`config.mk`:
```
export PLATFORM = sky130hd
export DESIGN_NAME = tmds_channel_rx
export DESIGN_NICKNAME = d
export VERILOG_FILES = /design/src/rtl/tmds_pkg.sv /design/src/rtl/tmds_symbol_decode.sv /design/src/rtl/tmds_channel_rx.sv
export SDC_FILE = /design/constraint.sdc
export NUM_CORES = 1
export LEC_CHECK = 0
export ABC_AREA = 1
export CAP_MARGIN = 25
export CORE_MARGIN = 1.5
export CORE_UTILIZATION = 40
export CTS_BUF_LIST = sky130_fd_sc_hd__clkbuf_4
export CTS_CLUSTER_SIZE = 28
export DETAILED_ROUTE_END_ITERATION = 10
export DONT_BUFFER_PORTS = 1
export PLACE_DENSITY = 0.5
export SYNTH_ARGS = -nofsm -noshare
export SYNTH_HDL_FRONTEND = slang
export SYNTH_SLANG_ARGS = --single-unit
```
`constraint.sdc`:
```
create_clock -name clk_pixel -period 2.43 [get_ports clk_pixel]
set_input_delay 0.486 -clock clk_pixel [delete_from_list [all_inputs] [get_ports clk_pixel]]
set_output_delay 0.486 -clock clk_pixel [all_outputs]
set_load 0.01 [all_outputs]
```
`src/rtl/tmds_pkg.sv`:
```
// Shared TMDS receive definitions: control tokens, rx alignment state and
// the bit-offset helpers used by the word aligner.
package tmds_pkg;

  localparam int OFFSET_W = 4;
  localparam logic [OFFSET_W-1:0] OFFSET_MAX = 4'd9;

  localparam logic [9:0] TOKEN_C00 = 10'b1101010100;
  localparam logic [9:0] TOKEN_C01 = 10'b0010101011;
  localparam logic [9:0] TOKEN_C10 = 10'b0101010100;
  localparam logic [9:0] TOKEN_C11 = 10'b1010101011;

  typedef enum logic {
    SEARCH = 1'b0,
    LOCKED = 1'b1
  } rx_state_t;

  function automatic logic is_token(input logic [9:0] w);
    return (w == TOKEN_C00) || (w == TOKEN_C01) ||
           (w == TOKEN_C10) || (w == TOKEN_C11);
  endfunction

  function automatic logic [OFFSET_W-1:0] next_offset(input logic [OFFSET_W-1:0] off);
    return (off == OFFSET_MAX) ? '0 : off + 1'b1;
  endfunction

endpackage

```
`src/rtl/tmds_symbol_decode.sv`:
```
// Combinational TMDS symbol decoder: 10-bit aligned word to {de, ctrl, data}.
// Control tokens yield de=0; every other word is decoded as video data.
module tmds_symbol_decode
  import tmds_pkg::*;
(
  input  logic [9:0] i_word,
  output logic       o_de,
  output logic [1:0] o_ctrl,
  output logic [7:0] o_data
);

  logic [7:0] w_d;
  logic [7:0] w_q;

  // Bit 9 marks an inverted payload; bit 8 selects XOR vs XNOR chaining.
  assign w_d = i_word[9] ? ~i_word[7:0] : i_word[7:0];

  always_comb begin
    w_q    = '0;
    w_q[0] = w_d[0];
    for (int i = 1; i < 8; i++) begin
      w_q[i] = i_word[8] ? (w_d[i] ^ w_d[i-1]) : ~(w_d[i] ^ w_d[i-1]);
    end
  end

  always_comb begin
    o_de   = 1'b1;
    o_ctrl = 2'b00;
    o_data = w_q;
    case (i_word)
      TOKEN_C00: begin o_de = 1'b0; o_ctrl = 2'b00; o_data = '0; end
      TOKEN_C01: begin o_de = 1'b0; o_ctrl = 2'b01; o_data = '0; end
      TOKEN_C10: begin o_de = 1'b0; o_ctrl = 2'b10; o_data = '0; end
      TOKEN_C11: begin o_de = 1'b0; o_ctrl = 2'b11; o_data = '0; end
      default: ;
    endcase
  end

endmodule

```
`src/rtl/tmds_channel_rx.sv`:
```
// One TMDS receive channel: bit-offset word aligner locked on control tokens,
// followed by a two-stage decode pipeline. TMDS_RX_DEBUG_EN adds o_offset/o_relock_cnt.
module tmds_channel_rx
  import tmds_pkg::*;
#(
  parameter int TOKEN_RUN     = 8,
  parameter int SEARCH_WINDOW = 1024,
  parameter int LOCK_TIMEOUT  = 1024
) (
  input  logic       clk_pixel,
  input  logic       rst,
  input  logic [9:0] i_raw,
  output logic [7:0] o_data,
  output logic [1:0] o_ctrl,
  output logic       o_de,
  output logic       o_locked
`ifdef TMDS_RX_DEBUG_EN
  ,
  output logic [3:0] o_offset,
  output logic [7:0] o_relock_cnt
`endif
);

  localparam int RUN_W  = (TOKEN_RUN     > 1) ? $clog2(TOKEN_RUN)     : 1;
  localparam int WIN_W  = (SEARCH_WINDOW > 1) ? $clog2(SEARCH_WINDOW) : 1;
  localparam int IDLE_W = (LOCK_TIMEOUT  > 1) ? $clog2(LOCK_TIMEOUT)  : 1;

  localparam logic [RUN_W-1:0]  RUN_LAST  = RUN_W'(TOKEN_RUN - 1);
  localparam logic [WIN_W-1:0]  WIN_LAST  = WIN_W'(SEARCH_WINDOW - 1);
  localparam logic [IDLE_W-1:0] IDLE_LAST = IDLE_W'(LOCK_TIMEOUT - 1);

  rx_state_t           r_state;
  logic                r_locked;
  logic [OFFSET_W-1:0] r_offset;
  logic [RUN_W-1:0]    r_run_cnt;
  logic [WIN_W-1:0]    r_win_cnt;
  logic [IDLE_W-1:0]   r_idle_cnt;
`ifdef TMDS_RX_DEBUG_EN
  logic [7:0]          r_relock_cnt;
`endif

  logic [9:0]  r_prev;
  logic [9:0]  r_cand;
  logic [7:0]  r_data;
  logic [1:0]  r_ctrl;
  logic        r_de;

  logic [19:0] w_window;
  logic [19:0] w_shifted;
  logic [9:0]  w_cand;
  logic        w_tok;
  logic        w_go_lock;
  logic        w_win_end;
  logic        w_drop;
  logic        w_lock_next;
  logic        w_dec_de;
  logic [1:0]  w_dec_ctrl;
  logic [7:0]  w_dec_data;

  // Offset k means k junk bits precede the true word inside {current, previous}.
  assign w_window  = {i_raw, r_prev};
  assign w_shifted = w_window >> r_offset;
  assign w_cand    = w_shifted[9:0];
  assign w_tok     = is_token(w_cand);

  assign w_go_lock   = (r_state == SEARCH) && w_tok && (r_run_cnt == RUN_LAST);
  assign w_win_end   = (r_state == SEARCH) && (r_win_cnt == WIN_LAST);
  assign w_drop      = (r_state == LOCKED) && !w_tok && (r_idle_cnt == IDLE_LAST);
  assign w_lock_next = w_go_lock || ((r_state == LOCKED) && !w_drop);

  always_ff @(posedge clk_pixel or negedge rst) begin
    if (!rst) begin
      r_state    <= SEARCH;
      r_locked   <= 1'b0;
      r_offset   <= '0;
      r_run_cnt  <= '0;
      r_win_cnt  <= '0;
      r_idle_cnt <= '0;
`ifdef TMDS_RX_DEBUG_EN
      r_relock_cnt <= '0;
`endif
    end else begin
      case (r_state)
        SEARCH: begin
          // Lock takes priority over window expiry; the offset stays put.
          if (w_go_lock) begin
            r_state    <= LOCKED;
            r_locked   <= 1'b1;
            r_run_cnt  <= '0;
            r_win_cnt  <= '0;
            r_idle_cnt <= '0;
          end else if (w_win_end) begin
            r_offset  <= next_offset(r_offset);
            r_run_cnt <= '0;
            r_win_cnt <= '0;
          end else begin
            r_run_cnt <= w_tok ? r_run_cnt + 1'b1 : '0;
            r_win_cnt <= r_win_cnt + 1'b1;
          end
        end
        LOCKED: begin
          if (w_drop) begin
            r_state    <= SEARCH;
            r_locked   <= 1'b0;
            r_offset   <= next_offset(r_offset);
            r_run_cnt  <= '0;
            r_win_cnt  <= '0;
            r_idle_cnt <= '0;
`ifdef TMDS_RX_DEBUG_EN
            if (r_relock_cnt != 8'hFF) r_relock_cnt <= r_relock_cnt + 1'b1;
`endif
          end else begin
            r_idle_cnt <= w_tok ? '0 : r_idle_cnt + 1'b1;
          end
        end
        default: begin
          r_state  <= SEARCH;
          r_locked <= 1'b0;
        end
      endcase
    end
  end

  tmds_symbol_decode u_decode (
    .i_word (r_cand),
    .o_de   (w_dec_de),
    .o_ctrl (w_dec_ctrl),
    .o_data (w_dec_data)
  );

  // Gate with the next lock value so outputs are zero exactly when o_locked is 0.
  always_ff @(posedge clk_pixel or negedge rst) begin
    if (!rst) begin
      r_prev <= '0;
      r_cand <= '0;
      r_data <= '0;
      r_ctrl <= '0;
      r_de   <= 1'b0;
    end else begin
      r_prev <= i_raw;
      r_cand <= w_cand;
      if (w_lock_next) begin
        r_data <= w_dec_data;
        r_ctrl <= w_dec_ctrl;
        r_de   <= w_dec_de;
      end else begin
        r_data <= '0;
        r_ctrl <= '0;
        r_de   <= 1'b0;
      end
    end
  end

  assign o_data   = r_data;
  assign o_ctrl   = r_ctrl;
  assign o_de     = r_de;
  assign o_locked = r_locked;
`ifdef TMDS_RX_DEBUG_EN
  assign o_offset     = r_offset;
  assign o_relock_cnt = r_relock_cnt;
`endif

endmodule

```
==> run summary, run 1 <==
TritonCTS built the clock tree. The logs give 2832 for the via count of the first global-routing pass and 24 for the count of boundary I/O pins. The logs give 0.410 for the initial cell density of the core and 125 for the number of design-rule violations left by the first detailed-router iteration.

The share of cells above drive strength 1 is 0.132, and the area of the die is 9480 um2. Dividing total power by cell area gives a power density of 456 nW/um2. The final global-route overflow total was 0; the final weighted congestion in routability-driven placement was 0.867. The finished layout holds 599 standard cells, fillers aside. Together, buffers and inverters on the worst path number 3. Most numerous cell on the critical path: sky130_fd_sc_hd__nand2_1. For flop-to-flop paths, the worst setup slack is 0.21 ns.

The nature of the critical path startpoint is a flop. Proportion of synthesized chip area in sequential cells: 0.421. Area added between synthesis and finish: 11.2%. The first detailed-routing pass ran for 5 iterations. The detailed-route wire length per cell works out to 13.5 um. The kind of cell with the highest combined delay along the critical path is simple AND/OR/NAND/NOR gates. Wires add up to 8110 um. Hold is met by 0.109 ns. Net total in the final layout: 503. Fill cells in the final layout number 896. The design draws 0.00181 W. Buffers inserted during clock tree synthesis total 9.

The setup clock skew after layout was 0.0145 ns. The flow ran to the end, and the final reports show no timing, DRC or antenna violations. Met3 track demand over resource in global routing: 0.0475. The critical path goes through buf_12 -> nand2_1 -> nand3_1 -> nand3_1 -> nand2_1 -> nor2_2 -> inv_1 -> nand2_1 -> nor2_2 -> nand3_2 -> nand2_4 -> o21bai_4 -> buf_4 -> nand3_2 -> nand2_1 -> nand2_1. The die outline width works out to 97.4 um.

Type of destination of the critical path: a flop. The critical path's largest stage delay is 0.48 ns. The synthesized netlist occupies a cell area of 3560 um2.

In this run the worst hold path is classified as input pin to flop. In this run the remaining antenna-violating nets after routing total 0. After clock tree synthesis, the clock-pin slew on the worst setup and hold paths is 0.10 ns. The worst-case IR drop observed on VDD is 0.179 mV. The Yosys step of the flow raised 0 warnings. The leakage power total is 1.94 nW, and the routing usage on met2 is 0.277. The logs give 2 for the maximum clock path buffer count and 8680 um2 for the core box area. The maximum fanout encountered on the critical timing path works out to 19. The standard cell with the maximum stage delay on the critical path was sky130_fd_sc_hd__dfrtp_2. The tools report the detailed placer's ending HPWL as 5770 um.

The global-route met1 utilization was 0.249; the overall global routing resource usage was 0.183. The peak clock frequency supported by timing is 451 MHz, and the count of buffers inserted at the top-level ports is 0. At the pin with the least slew margin, the transition time is 0.414 ns. Detailed-route vias per instance: 5.06. The first global-routing pass estimated 13800 um of wire.

In this run, distinct cell masters in the synthesized netlist total 33. The smallest clock period supported by the final layout is computed as 2.22 ns. The max-slew headroom at the worst pin is 0.722. For the worst setup path, the data arrival time is 2.50 ns. The number of placement rows was 34. STA puts the critical path data required time at 2.72 ns.

A synthesized cell averages 7.63 um2. The initial antenna violation count was 0; the number of antenna cells inserted was 0. In the synthesized netlist, the number of instances is 467.

Max-cap violations in this run came to 0. The tools report the final-report max-slew violation count as 0. For this run, design rule violations remaining after detail routing come to 0.

At the later pin of the worst-skew pair, clock insertion delay measures 0.39 ns. The total nets after synthesis came out at 483. Counting tap cells, the placed design contains a total of 573 instances.

The root buffer cell chosen for the clock tree is sky130_fd_sc_hd__clkbuf_4. Entering global routing, the biggest net connects 61 pins. The ratio of final minimum period to clock period was 0.912; the number of failing setup endpoints in the final timing report was 0. Clock tree synthesis found a total of 60 sinks.

The final-report hold violation count is 0, and the H-tree depth is 3. The worst setup path is of the flop to flop kind. Measured along the y axis, the die boundary spans 97.4 um.

The number of storage elements in the synthesis netlist came out at 60. The layer carrying the most global-route usage is met2. The total number of vias came out at 3030.
## per-layer routing
| metal | part of all wire | vias up |
|---|---|---|
| li1 | - | 1560 |
| met1 | 0.47 | 1370 |
| met3 | 0.054 | 18 |
| met5 | 0 | - |
| met2 | 0.45 | 82 |
| met4 | 0.023 | 0 |
## layout by cell type, fill, tap and decap left out, types with 2 or more instances in the layout
cell type / netlist / layout
sky130_fd_sc_hd__xnor2_1: 4 / 4
sky130_fd_sc_hd__nor2_1: 42 / 38
sky130_fd_sc_hd__nor2_4: 2 / 2
sky130_fd_sc_hd__nand3_1: 85 / 85
sky130_fd_sc_hd__dfrtp_1: 60 / 56
sky130_fd_sc_hd__clkinv_1: 1 / 4
sky130_fd_sc_hd__o22ai_1: 9 / 9
sky130_fd_sc_hd__o21ai_1: 2 / 2
sky130_fd_sc_hd__nand2_1: 111 / 110
sky130_fd_sc_hd__nor2_2: 2 / 7
sky130_fd_sc_hd__xor2_1: 20 / 20
sky130_fd_sc_hd__buf_12: 0 / 2
sky130_fd_sc_hd__o21ai_0: 13 / 13
sky130_fd_sc_hd__nand3_2: 4 / 4
sky130_fd_sc_hd__dfrtp_2: 0 / 4
sky130_fd_sc_hd__buf_4: 5 / 18
sky130_fd_sc_hd__inv_2: 3 / 2
sky130_fd_sc_hd__clkbuf_4: 0 / 11
sky130_fd_sc_hd__nand2_4: 1 / 2
sky130_fd_sc_hd__a21oi_1: 3 / 3
sky130_fd_sc_hd__nand4_1: 12 / 12
sky130_fd_sc_hd__inv_1: 53 / 52
sky130_fd_sc_hd__ha_1: 4 / 4
sky130_fd_sc_hd__nand2_2: 5 / 5
sky130_fd_sc_hd__nor3_1: 8 / 8
## cells by family (layout without fill, tap and decap cells)
kind of cell	after synthesis	after routing	synth area share
AO/OA/AOI/OAI	30	31	0.0509
XOR/XNOR	24	24	0.0590
adder cells (fa/ha/maj)	4	4	0.0141
buffers and inverters	72	94	0.0962
flip-flops	60	60	0.421
AND/OR/NAND/NOR	277	278	0.358
## final cells by class
class | count | area [um2] | share of cell area
clock buffer | 11 | 82.6 | 0.0209
clock inverter | 4 | 41.3 | 0.0104
inverter | 57 | 229 | 0.0578
multi-input combinational | 337 | 1750 | 0.443
sequential | 60 | 1510 | 0.380
tap | 108 | 135 | 0.0341
timing repair buffer | 22 | 213 | 0.0537
## synthesized netlist by cell type, drive strengths merged
library cell	n	area [um2]
or2	1	6.26
buf	13	121
nor2	46	193
dfrtp	60	1500
nand3	90	483
o21ai	15	75.1
o22ai	9	56.3
clkinv	1	3.75
nor4	1	6.26
xor2	20	175
and3	1	6.26
a32o	1	10.0
o21bai	1	18.8
nand4	12	75.1
nor3b	1	7.51
a31oi	1	6.26
inv	56	210
nand2	117	459
clkbuf	2	7.51
nor3	8	40.0
xnor2	4	35.0
ha	4	50.1
a21oi	3	15.0
## worst reg2reg max path, cell delays in order, from the launching register on
cell and delay [ns]:
sky130_fd_sc_hd__dfrtp_2 0.48, sky130_fd_sc_hd__buf_12 0.18, sky130_fd_sc_hd__nand2_1 0.08, sky130_fd_sc_hd__nand3_1 0.12, sky130_fd_sc_hd__nand3_1 0.12, sky130_fd_sc_hd__nand2_1 0.07
sky130_fd_sc_hd__nor2_2 0.15, sky130_fd_sc_hd__inv_1 0.07, sky130_fd_sc_hd__nand2_1 0.07, sky130_fd_sc_hd__nor2_2 0.04, sky130_fd_sc_hd__nand3_2 0.07, sky130_fd_sc_hd__nand2_4 0.09
sky130_fd_sc_hd__o21bai_4 0.18, sky130_fd_sc_hd__buf_4 0.18, sky130_fd_sc_hd__nand3_2 0.10, sky130_fd_sc_hd__nand2_1 0.07, sky130_fd_sc_hd__nand2_1 0.05
## worst paths after layout
kind / from / endpoint / cells past startpoint
hold / removal: i_raw[8] / r_prev[8]$_DFF_PN0_ / 0
hold reg to reg: r_run_cnt[1]$_DFFE_PN0P_ / r_run_cnt[1]$_DFFE_PN0P_ / 2
setup / recovery: r_offset[0]$_DFFE_PN0P_ / r_offset[1]$_DFFE_PN0P_ / 16
setup reg to reg: r_offset[0]$_DFFE_PN0P_ / r_offset[1]$_DFFE_PN0P_ / 16
min in group asynchronous: rst / r_idle_cnt[3]$_DFFE_PN0P_ / 2
max in group asynchronous: rst / r_offset[0]$_DFFE_PN0P_ / 2
## per-stage QoR
| stage | setup WS, ns | setup TNS (ns) | utilization | instance area (um2) |
|---|---|---|---|---|
| after floorplan | 0.459 | 0 | - | 3560 |
| final | 0.214 | 0 | 0.456 | 3960 |
| after global routing | -0.000421 | -0.000421 | 0.456 | 3960 |
| after global placement | 0.0541 | 0 | 0.424 | 3680 |
| after detailed placement | 0.0109 | 0 | 0.424 | 3680 |
| after CTS | 0.0340 | 0 | 0.443 | 3840 |
## power by group
part	internal [W]	switching [W]	total, W	leakage [nW]
logic	0.0000402	0.0000744	0.000115	1.12
clock network	0.000322	0.000340	0.000662	0.0694
registers	0.00101	0.0000148	0.00103	0.755
## timing repair
item | in CTS | in global routing
gates resized for setup | 1 | 20
endpoints found under the setup margin | 3 | 38
pin swaps | 0 | 4
gates cloned | 0 | 2
setup buffers | 0 | 7
endpoints found under the hold margin | 60 | 0
hold buffers | 2 | 0
## registers in the layout (all words and copies together) (netlist names)
name / cells
o_ctrl: 2
o_data: 8
o_de: 1
o_locked: 1
r_cand: 10
r_idle_cnt: 10
r_offset: 4
r_prev: 10
r_run_cnt: 3
r_state: 1
r_win_cnt: 10
Power figures use the tool's default switching activity.
==> inputs of run 2 (changes only) <==
--- a/config.mk
+++ b/config.mk
@@ -10,10 +10,9 @@
 export CORE_MARGIN = 1.5
 export CORE_UTILIZATION = 40
 export CTS_BUF_LIST = sky130_fd_sc_hd__clkbuf_4
-export CTS_CLUSTER_SIZE = 28
 export DETAILED_ROUTE_END_ITERATION = 10
 export DONT_BUFFER_PORTS = 1
-export PLACE_DENSITY = 0.5
+export PLACE_DENSITY_LB_ADDON = 0.08
 export SYNTH_ARGS = -nofsm -noshare
 export SYNTH_HDL_FRONTEND = slang
 export SYNTH_SLANG_ARGS = --single-unit
==> run summary, run 2 (same netlist as run 1, synthesis figures left out) <==
The core box area is 8680 um2 (unchanged), and the CTS buffer count is 9 (unchanged). Most common cell after layout, fill and taps aside: sky130_fd_sc_hd__nand2_1. In the layout the commonest cells are sky130_fd_sc_hd__nand2_1, sky130_fd_sc_hd__nand3_1, sky130_fd_sc_hd__dfrtp_1, sky130_fd_sc_hd__inv_1, sky130_fd_sc_hd__nor2_1. The total number of vias was 3037 (+0.23%). Setup repair after global routing could not meet its margin everywhere. The net total in the final layout was 500 (-0.60%). For the number of iterations in the first detailed-routing pass, the log shows 5 (unchanged). The largest net degree at the start of global routing came out at 61 (unchanged). The path class of the lowest-slack min-delay path is input pin to flop.

The tools report the worst endpoint required time as 2.77 ns (+0.05 ns). The detailed placer's ending HPWL is 5690 um (-1.3%). The tools report the first-pass GRT wire length as 14200 um (+3.0%). The number of antenna cells inserted is 0 (unchanged), and the count of nets left with antenna violations after detail routing is 0 (unchanged). The final weighted congestion in routability-driven placement came out at 0.870 (+0.32%). The critical path starts at r_offset[3]$_DFFE_PN0P_. The max-slew headroom at the worst pin is 0.754 (+0.0320). For the final global-route overflow total, the log shows 0 (unchanged). The clock-pin transition on the worst setup and hold timing paths was 0.11 ns (about the same). The area of the die came out at 9480 um2 (unchanged).

The count of buffers inserted at the top-level ports was 0 (unchanged); the detailed-route wire length per cell was 13.4 um (-0.67%). The logs give 24 (unchanged) for the count of boundary I/O pins and 60 (unchanged) for the number of clock sinks seen by CTS. The run gives 2.59 ns (+0.09 ns) as the data arrival time of the worst path. The share of cells above drive strength 1 works out to 0.125 (-0.00764).

The final-report max-slew violation count was 0 (unchanged); the initial antenna violation count was 0 (unchanged). STA classifies the critical path startpoint as a flop. The ratio of final minimum period to clock period is 0.927 (+0.0152).

Ratio of total power to cell area: 476 nW/um2 (+4.3%). The maximum fanout encountered on the critical timing path is 17 (-2). The detailed-route vias per instance is 5.09 (+0.57%).

Setup clock skew after layout: 0.0171 ns (+0.00257 ns). Total DRC errors in the routed layout: 0 (unchanged). The number of failing setup endpoints in the final timing report is 0 (unchanged), and the total of max-cap violations is 0 (unchanged). The run gives 444 MHz (-1.6%) as the peak clock frequency supported by timing. The tools report the H-tree depth as 3 (unchanged). The run gives 0.198 mV (+11%) as the maximum resistive drop on vdd.

For the wire length reported by the detailed router, the log shows 8030 um (-1.0%). The type of destination of the critical path was a flop. Compared with the post-synthesis result, the final layout area differs by 9.76%. The tools report the overall global routing resource usage as 0.184 (about the same). The time the final worst path needs with I/O delays and setup was 2.25 ns (+0.0370 ns). The logs give 0.40 ns (about the same) for the clock latency of the later-clocked register in the worst-skew pair and 0 (unchanged) for the final-report hold violation count. The tools report the leakage power total as 1.93 nW (-0.43%).

The vertical die dimension is 97.4 um (unchanged). The die outline width works out to 97.4 um (unchanged). The start point of the worst hold path was i_raw[9]. The run gives 0.00186 W (+3.0%) as the total power.

The run gives 34 (unchanged) as the number of placement rows. TritonCTS built the clock tree. For the worst-case register-to-register setup slack, the log shows 0.18 ns (-0.04 ns).

Via count of the first global-routing pass: 2975 (+5.0%). The tools report the number of design-rule violations left by the first detailed-router iteration as 103 (-18%). The flow ran to the end, and the final reports show no timing, DRC or antenna violations. In this run the clock root is driven by a sky130_fd_sc_hd__clkbuf_4. The maximum clock path buffer count is 2 (unchanged). The actual transition at the worst max-transition pin was 0.366 ns (-0.0477 ns); the worst slack at placement was -0.0401 ns (-0.0510 ns). For the setup slack after layout, the log shows 0.177 ns (-0.0370 ns). The worst register-to-register path begins at r_offset[3]$_DFFE_PN0P_.

The run gives 0.410 (unchanged) as the initial cell density of the core. The startpoint-to-endpoint class of the critical path is flop to flop.
## run 2: where the power goes
group	total (W)	internal (W)	switching (W)
Clock	0.000716	0.000332	0.000384
Combinational	0.000115	0.0000401	0.0000750
Sequential	0.00103	0.00101	0.0000142
Total	0.00186	0.00139	0.000473
## run 2: timing repair
action	4_1_cts	5_1_grt
resized for setup	1	7
hold endpoints to repair	60	0
setup endpoints to repair	11	39
hold buffers	2	0
gates cloned	0	0
pin swaps	0	2
buffers inserted	0	7
## run 2: path summary, 6_finish.rpt
path | end | depth (start not counted)
hold / removal | r_prev[9]$_DFF_PN0_ | 0
min in group asynchronous | r_idle_cnt[2]$_DFFE_PN0P_ | 2
max in group asynchronous | r_offset[2]$_DFFE_PN0P_ | 2
setup reg to reg | r_offset[0]$_DFFE_PN0P_ | 15
hold reg to reg | r_run_cnt[2]$_DFFE_PN0P_ | 2
setup / recovery | r_offset[0]$_DFFE_PN0P_ | 15
## run 2: final cells by class
| cell class | count | area [um2] |
|---|---|---|
| tap | 108 | 135 |
| fill | 886 | 4770 |
| clock buffer | 11 | 82.6 |
| timing repair buffer | 21 | 194 |
| clock inverter | 5 | 52.6 |
| inverter | 57 | 216 |
| sequential | 60 | 1500 |
| multi-input combinational | 335 | 1730 |
## run 2: routing by layer
layer	track usage	vias up	wire, um
met5	0	-	0
met4	0.0626	0	106
met3	0.0381	9	364
met2	0.291	67	3640
met1	0.250	1414	3920
li1	-	1547	-
## run 2: stage by stage
| step | util | std cells | cell area, um2 | hold WS (ns) | setup TNS [ns] |
|---|---|---|---|---|---|
| final | 0.451 | 597 | 3910 | 0.103 | 0 |
| after global routing | 0.451 | 597 | 3910 | 0.0698 | -0.0243 |
| after CTS | 0.443 | 590 | 3850 | 0.0756 | 0 |
| after detailed placement | 0.423 | 572 | 3670 | 0.192 | -0.302 |
| after global placement | 0.423 | 572 | 3670 | 0.192 | 0 |
| after floorplan | - | 467 | 3560 | 0.190 | 0 |
## run 2: critical path, stage by stage (launching register included)
cell and delay [ns]:
sky130_fd_sc_hd__dfrtp_2 0.46, sky130_fd_sc_hd__buf_4 0.16, sky130_fd_sc_hd__nor2_4 0.23, sky130_fd_sc_hd__nand3_1 0.15, sky130_fd_sc_hd__nand2_1 0.08, sky130_fd_sc_hd__inv_1 0.05
sky130_fd_sc_hd__nand2_1 0.11, sky130_fd_sc_hd__inv_1 0.05, sky130_fd_sc_hd__nor2_1 0.11, sky130_fd_sc_hd__nand3_2 0.11, sky130_fd_sc_hd__nand2_4 0.14, sky130_fd_sc_hd__nand3_4 0.10
sky130_fd_sc_hd__buf_4 0.21, sky130_fd_sc_hd__nand3_2 0.12, sky130_fd_sc_hd__nand2_1 0.06, sky130_fd_sc_hd__nand2_1 0.05
==> RTL change 1: new RTL, config.mk and constraints of run 2 <==
`SEARCH_WINDOW`: 1024 -> 4096.
--- a/src/rtl/tmds_channel_rx.sv
+++ b/src/rtl/tmds_channel_rx.sv
@@ -4,7 +4,7 @@
   import tmds_pkg::*;
 #(
   parameter int TOKEN_RUN     = 8,
-  parameter int SEARCH_WINDOW = 1024,
+  parameter int SEARCH_WINDOW = 4096,
   parameter int LOCK_TIMEOUT  = 1024
 ) (
   input  logic       clk_pixel,
Formal check against the unedited RTL: no difference found for any inputs over 10 cycles, from zero or initial values and one cycle with rst low; that may be too few to reach the edited logic, so the function may still have changed.
==> RTL change 1 against run 2 <==
- final area grew 16%
- setup slack lost 180 ps
- synthesized area grew 0.56%
- first-iteration DRC count grew 20%
- synthesized cell count is the same
- critical path depth grew 3
- routed wire length grew 12%
- sequential cell count grew 2
- critical path type unchanged
- highest routed layer unchanged
Power is not compared: it rests on default switching activity, and its combinational part moved more than twofold at a synthesized area within 25%.
==> RTL change 1: results (changes against run 2) <==
GRT.TOTAL_USAGE_PCT=18.5  # +0.13 points
AVGVIACOUNTPERCELL=5.22  # +2.7%
CLOCK-SKEW-FINAL_PS=27.5  # +10.4 ps
CLOCK_INSERTION_DELAY_WORST_SKEW_PS=400  # about the same
SYNTH.YOSYS.SEQ_AREA_SHARE_PCT=43.3  # +1.2 points
CTS_MAX_LEVEL=3  # unchanged
CTS_ROOT_BUF='clkbuf_4'
PLACED_AREA_SQ_UM=3750  # +2.1%
NUM_ANTENNA_CELLS=0  # unchanged
REG2REG_SETUP_SLACK_PS=1  # -180 ps
MIN-DELAY-PATH-CLASS='in2reg'
P_LEAK_nW=2.19
SYNTHADDERAREAFRAC_PCT=1.40  # -0.0079 points
MAXIMUM_NUMBER_OF_PINS_ON_ONE_NET_BEFORE_GLOBAL_ROUTE_REPAIR=63  # +3.3%
SYNTH_XOR_AREA_SHARE_PCT=5.62  # -0.28 points
SYNTH_NETS=483  # unchanged
HPWLAFTERDP_UM=5760  # +1.2%
TIMING.SLEW.HEADROOM_PCT=69.5  # -5.9 points
CTS.REPORTEDPATHS.CLKPINSLEW_PS=120
INITIAL_ANTENNA_VIOLATION_COUNT=0  # unchanged
MAXIMUM_CLOCK_PATH_BUFFER_COUNT=2  # unchanged
GLOBALPLACE.CONGESTION=0.889  # +2.1%
YOSYS_WARNINGS=0  # unchanged
NUMCTSBUFFERS=9  # unchanged
GRT_PASS1_VIAS=3057  # +2.8%
WL_UM=8960  # +12%
DETAIL_ROUTE.FIRST_PASS.ITERATIONS=4  # -1
DESIGN.FINAL.NETS=516  # +3.2%
FIRST_PASS_GRT_WIRE_LENGTH_UM=14300  # +0.92%
SYNTH_COMMON_CELLS='nand2_1 (122), nand3_1 (104), dfrtp_1 (62), inv_1 (43), nor2_1 (30)'
SYNTH.MUX.AREA_FRACTION_PCT=0.279  # +0.28 points
SYNTH_AREA_LEADERS='dfrtp_1 (43%), nand3_1 (15%), nand2_1 (13%), inv_1 (4.5%), xor2_1 (4.2%)'
DRIVE_ABOVE_1_SHARE_PCT=32.3  # +20 points
WORSTPATHARRIVAL_PS=2730  # +140 ps
DRT_ITER0_MARKERS=124  # +20%
WORST_IR_DROP_VDD_mV=0.371
DOMINANTREGCELLSYNTH='dfrtp_1'
CP_MAX_FO=7  # -10
STATUS='complete, no violations'
NUMBER_OF_I_O_PORT_BUFFERS=0  # unchanged
REGMOSTFLOPS='r_win_cnt'
SYNTH-COMPOUND-AREA-SHARE_PCT=3.49  # -1.6 points
SYNTH.DISTINCT_CELLS=30  # -9.1%
LARGEST_REGISTER_FFS=12
YS_ASYNC_SR_FRACTION_PCT=100  # unchanged
==> RTL change 1: final cells by class <==
| cell class | instances | area, sq um |
|---|---|---|
| Clock inverter | 7 | 48.8 |
| Inverter | 47 | 191 |
| Multi-Input combinational cell | 342 | 2120 |
| Timing Repair inverter | 2 | 20.0 |
| Timing Repair Buffer | 36 | 413 |
| Sequential cell | 62 | 1560 |
| Fill cell | 852 | 4130 |
| Tap cell | 108 | 135 |
| Clock buffer | 9 | 67.6 |
==> RTL change 1: kinds of logic after synthesis <==
| logic type | after synthesis |
|---|---|
| multiplexers | 1 |
| adder cells (fa/ha/maj) | 4 |
| buffers and inverters | 63 |
| flip-flops | 62 |
| AND/OR/NAND/NOR | 292 |
| AO/OA/AOI/OAI | 22 |
| XOR/XNOR | 23 |
==> RTL change 1: final timing paths <==
check,start,to,depth (start not counted)
worst min-delay path,i_raw[9],r_prev[9],0
max in group asynchronous,rst,r_offset[0],2
min in group asynchronous,rst,r_cand[0],2
worst min register to register,r_run_cnt[2],r_run_cnt[2],2
worst max register to register,r_offset[0],r_win_cnt[1],18
worst max-delay path,r_offset[0],r_win_cnt[1],18
==> RTL change 1: power breakdown <==
| group | leakage (nW) | internal (W) | total, W | switching [W] |
|---|---|---|---|---|
| combinational | 1.35 | 0.000155 | 0.000353 | 0.000198 |
| clock | 0.0661 | 0.000212 | 0.000615 | 0.000403 |
| sequential | 0.770 | 0.00113 | 0.00119 | 0.0000665 |
| total | 2.19 | 0.00149 | 0.00216 | 0.000668 |
==> RTL change 1: repair_timing <==
item                                   4_1_cts  5_1_grt
setup buffers                                0       14
gates resized for setup                      0      122
hold buffers                                 2        0
endpoints found under the hold margin       62        0
setup endpoints to repair                    0       42
==> RTL change 1: metrics by stage <==
| stage | TNS [ps] | util (%) | hold WS, ps | setup WS, ps | instances |
|---|---|---|---|---|---|
| CTS | 0 | 45.0 | 67.3 | 0.232 | 594 |
| detailed placement | -4.19 | 43.2 | 192 | -4.19 | 576 |
| finish | 0 | 52.4 | 109 | 1.09 | 613 |
| global placement | 0 | 43.2 | 192 | 28.4 | 576 |
| global route | -1750 | 52.4 | 60.7 | -101 | 613 |
| floorplan | 0 | - | 190 | 427 | 467 |
==> RTL change 1: metal layers <==
metal	global-route usage (%)	vias up	routed length, um
met4	4.29	0	102
li1	-	1603	-
met5	0	-	0
met1	24.2	1524	4040
met3	6.04	10	445
met2	29.7	65	4370
==> RTL change 1: critical path: stages, from the launching register on <==
cell       delay (ps)
dfrtp_4           580
clkbuf_16         200
buf_8             130
nand2_4            60
nand3_2            80
nand3_2            90
nand2_2            70
nor2_4            140
nand3_1           110
nor2_2            100
nand2_2            90
nand2_4            90
nand2_4            60
nand2_4            90
nand2_8            80
buf_4             150
buf_4             130
nand3_1            60
nand2_1            50
==> RTL change 2: new RTL, settings of run 2 <==
Made on the original files. Make the reset (`rst`) synchronous in 2 clocked blocks.
--- a/src/rtl/tmds_channel_rx.sv
+++ b/src/rtl/tmds_channel_rx.sv
@@ -68,7 +68,7 @@
   assign w_drop      = (r_state == LOCKED) && !w_tok && (r_idle_cnt == IDLE_LAST);
   assign w_lock_next = w_go_lock || ((r_state == LOCKED) && !w_drop);
 
-  always_ff @(posedge clk_pixel or negedge rst) begin
+  always_ff @(posedge clk_pixel) begin
     if (!rst) begin
       r_state    <= SEARCH;
       r_locked   <= 1'b0;
@@ -129,7 +129,7 @@
   );
 
   // Gate with the next lock value so outputs are zero exactly when o_locked is 0.
-  always_ff @(posedge clk_pixel or negedge rst) begin
+  always_ff @(posedge clk_pixel) begin
     if (!rst) begin
       r_prev <= '0;
       r_cand <= '0;
Function: differs if rst is asserted again (counterexample within 10 cycles, from zero or initial values and one cycle with rst low); with rst held inactive, the same outputs for 10 cycles.
==> RTL change 2 against run 2 <==
- routed wire length is 4.0% higher
- synthesized area shrank 4.5%
- sequential cell count unchanged
- die area shrank 4.4%
- power down 1.2%
- hold slack better by 54 ps
- non-clock buffer count increased by 5
- setup slack better by 42 ps
- largest power group unchanged
- final area shrank 1.5%
- count of clock-buffer cells in the layout shrank 1
- synthesized cell count increased by 8.4%
- fmax grew 1.9%
- critical endpoint is now r_idle_cnt[4]
==> RTL change 2: results (changes against run 2) <==
LAYOUT_WORST_PATH_CYCLE_SHARE_PCT=91.0  # -1.7 points
CTS.REPAIR.RESIZED=0  # -1
GLOBALPLACE.CONGESTION=0.850  # -2.3%
BUF_SHARE_PCT=6.11  # +1.1 points
MULTI_INPUT_GATES=379  # +13%
WORSTPATHARRIVAL_PS=2540  # -50 ps
DP.CELLS=616  # +7.7%
CLKBUF_COUNT=10  # -1
CLOCK-SKEW-FINAL_PS=21.4  # +4.28 ps
FIRST_PASS_GRT_WIRE_LENGTH_UM=13900  # -1.7%
SYNTH_AREA_LEADERS='dfxtp_1 (35%), nand3_1 (15%), nand2_1 (14%), a21oi_1 (5.3%), xor2_1 (4.4%)'
POSTLAYOUTCELLAREA_SQ_UM=3850  # -1.5%
REG2REG_SETUP_SLACK_PS=220  # +40 ps
NNONCLKINVERTERS=46  # -19%
MET1_USAGE_PCT=28.1  # +3.1 points
CLK_SHARE_PCT=3.38  # -0.076 points
SYNTH_COMMON_CELLS='nand2_1 (124), nand3_1 (103), dfxtp_1 (60), inv_1 (39), nor2_1 (37)'
FINISH.UTILIZATION_PCT=46.9  # +1.8 points
WORSTMARGINPINSLEW_PS=391  # +24.6 ps
CRITPATHSLOWESTCELL='dfxtp_4'
DETAIL_ROUTE.FIRST_PASS.ITERATIONS=4  # -1
CTS_HOLD_BUFFERS=0  # -2
SYNTH_NETS=522  # +8.1%
DOMINANTREGCELLSYNTH='dfxtp_1'
CP_MAX_FO=11  # -6
WORSTSETUPENDPOINT='r_idle_cnt[4]'
PLACED_AREA_SQ_UM=3650  # -0.58%
GRT.TOTAL_USAGE_PCT=20.0  # +1.6 points
SYNTHADDERAREAFRAC_PCT=1.47  # +0.067 points
REG2REG_DEPTH=13  # -2
COUNT_OF_SEQUENTIAL_STANDARD_CELLS=60  # unchanged
ROUTED_WIRE_LENGTH_PER_INSTANCE_UM=13.2  # -1.8%
WORST_IR_DROP_VDD_mV=0.217  # +9.7%
P_LEAK_nW=1.68  # -13%
MAXIMUM_NUMBER_OF_PINS_ON_ONE_NET_BEFORE_GLOBAL_ROUTE_REPAIR=34  # -44%
DP_WORST_SETUP_SLACK_PS=69.8  # +110 ps
GRT_UTIL_MET2_PCT=30.7  # +1.6 points
DRT_ITER0_MARKERS=225  # +120%
LAYOUT.FILLER_CELLS=848  # -4.3%
SYNTH.YOSYS.SEQ_AREA_SHARE_PCT=35.3  # -6.8 points
SEQUENTIAL_AREA_SQ_UM=1200  # -20%
MULTI_INPUT_AREA_SHARE_PCT=51.1  # +6.9 points
GRT_USE_MET3_PCT=4.47  # +0.65 points
YS_ASYNC_SR_FRACTION_PCT=0  # -100 points
N_ALL_BUFFERS=26  # +24%
AVGVIACOUNTPERCELL=5.13  # +0.90%
SYNTH-COMPOUND-AREA-SHARE_PCT=7.95  # +2.9 points
SYN_INST=506  # +8.4%
STATUS='complete, no violations'
RTL change 2: cell types whose count changed after synthesis, moves of 13 or more:
cell     change
dfrtp_1     -60
dfxtp_1     +60
a21oi_1     +33
nand3_1     +18
inv_1       -14
nand2_1     +13
RTL change 2: power by group:
part           internal [W]  leakage (nW)  switching [W]
Clock              0.000315        0.0712       0.000387
Sequential          0.00100         0.489      0.0000150
Combinational     0.0000469          1.12      0.0000713
RTL change 2: how the worst min path moves through the flow:
| stage | cells past startpoint | end | slack, ps |
|---|---|---|---|
| 6_report | 2 | r_prev[3] | 160 |
| 5_1_grt | 2 | r_prev[9] | 140 |
| 4_1_cts | 2 | r_prev[3] | 140 |
| 3_5_place_dp | 2 | r_idle_cnt[8] | 460 |
| 3_3_place_gp | 2 | r_idle_cnt[8] | 450 |
| 2_1_floorplan | 2 | r_idle_cnt[8] | 440 |
RTL change 2: routing by layer:
metal,part of all wire (%),vias to the layer above
met3,4.9,6
met1,50,1483
met4,0.86,0
li1,-,1696
met2,45,59
met5,0,-
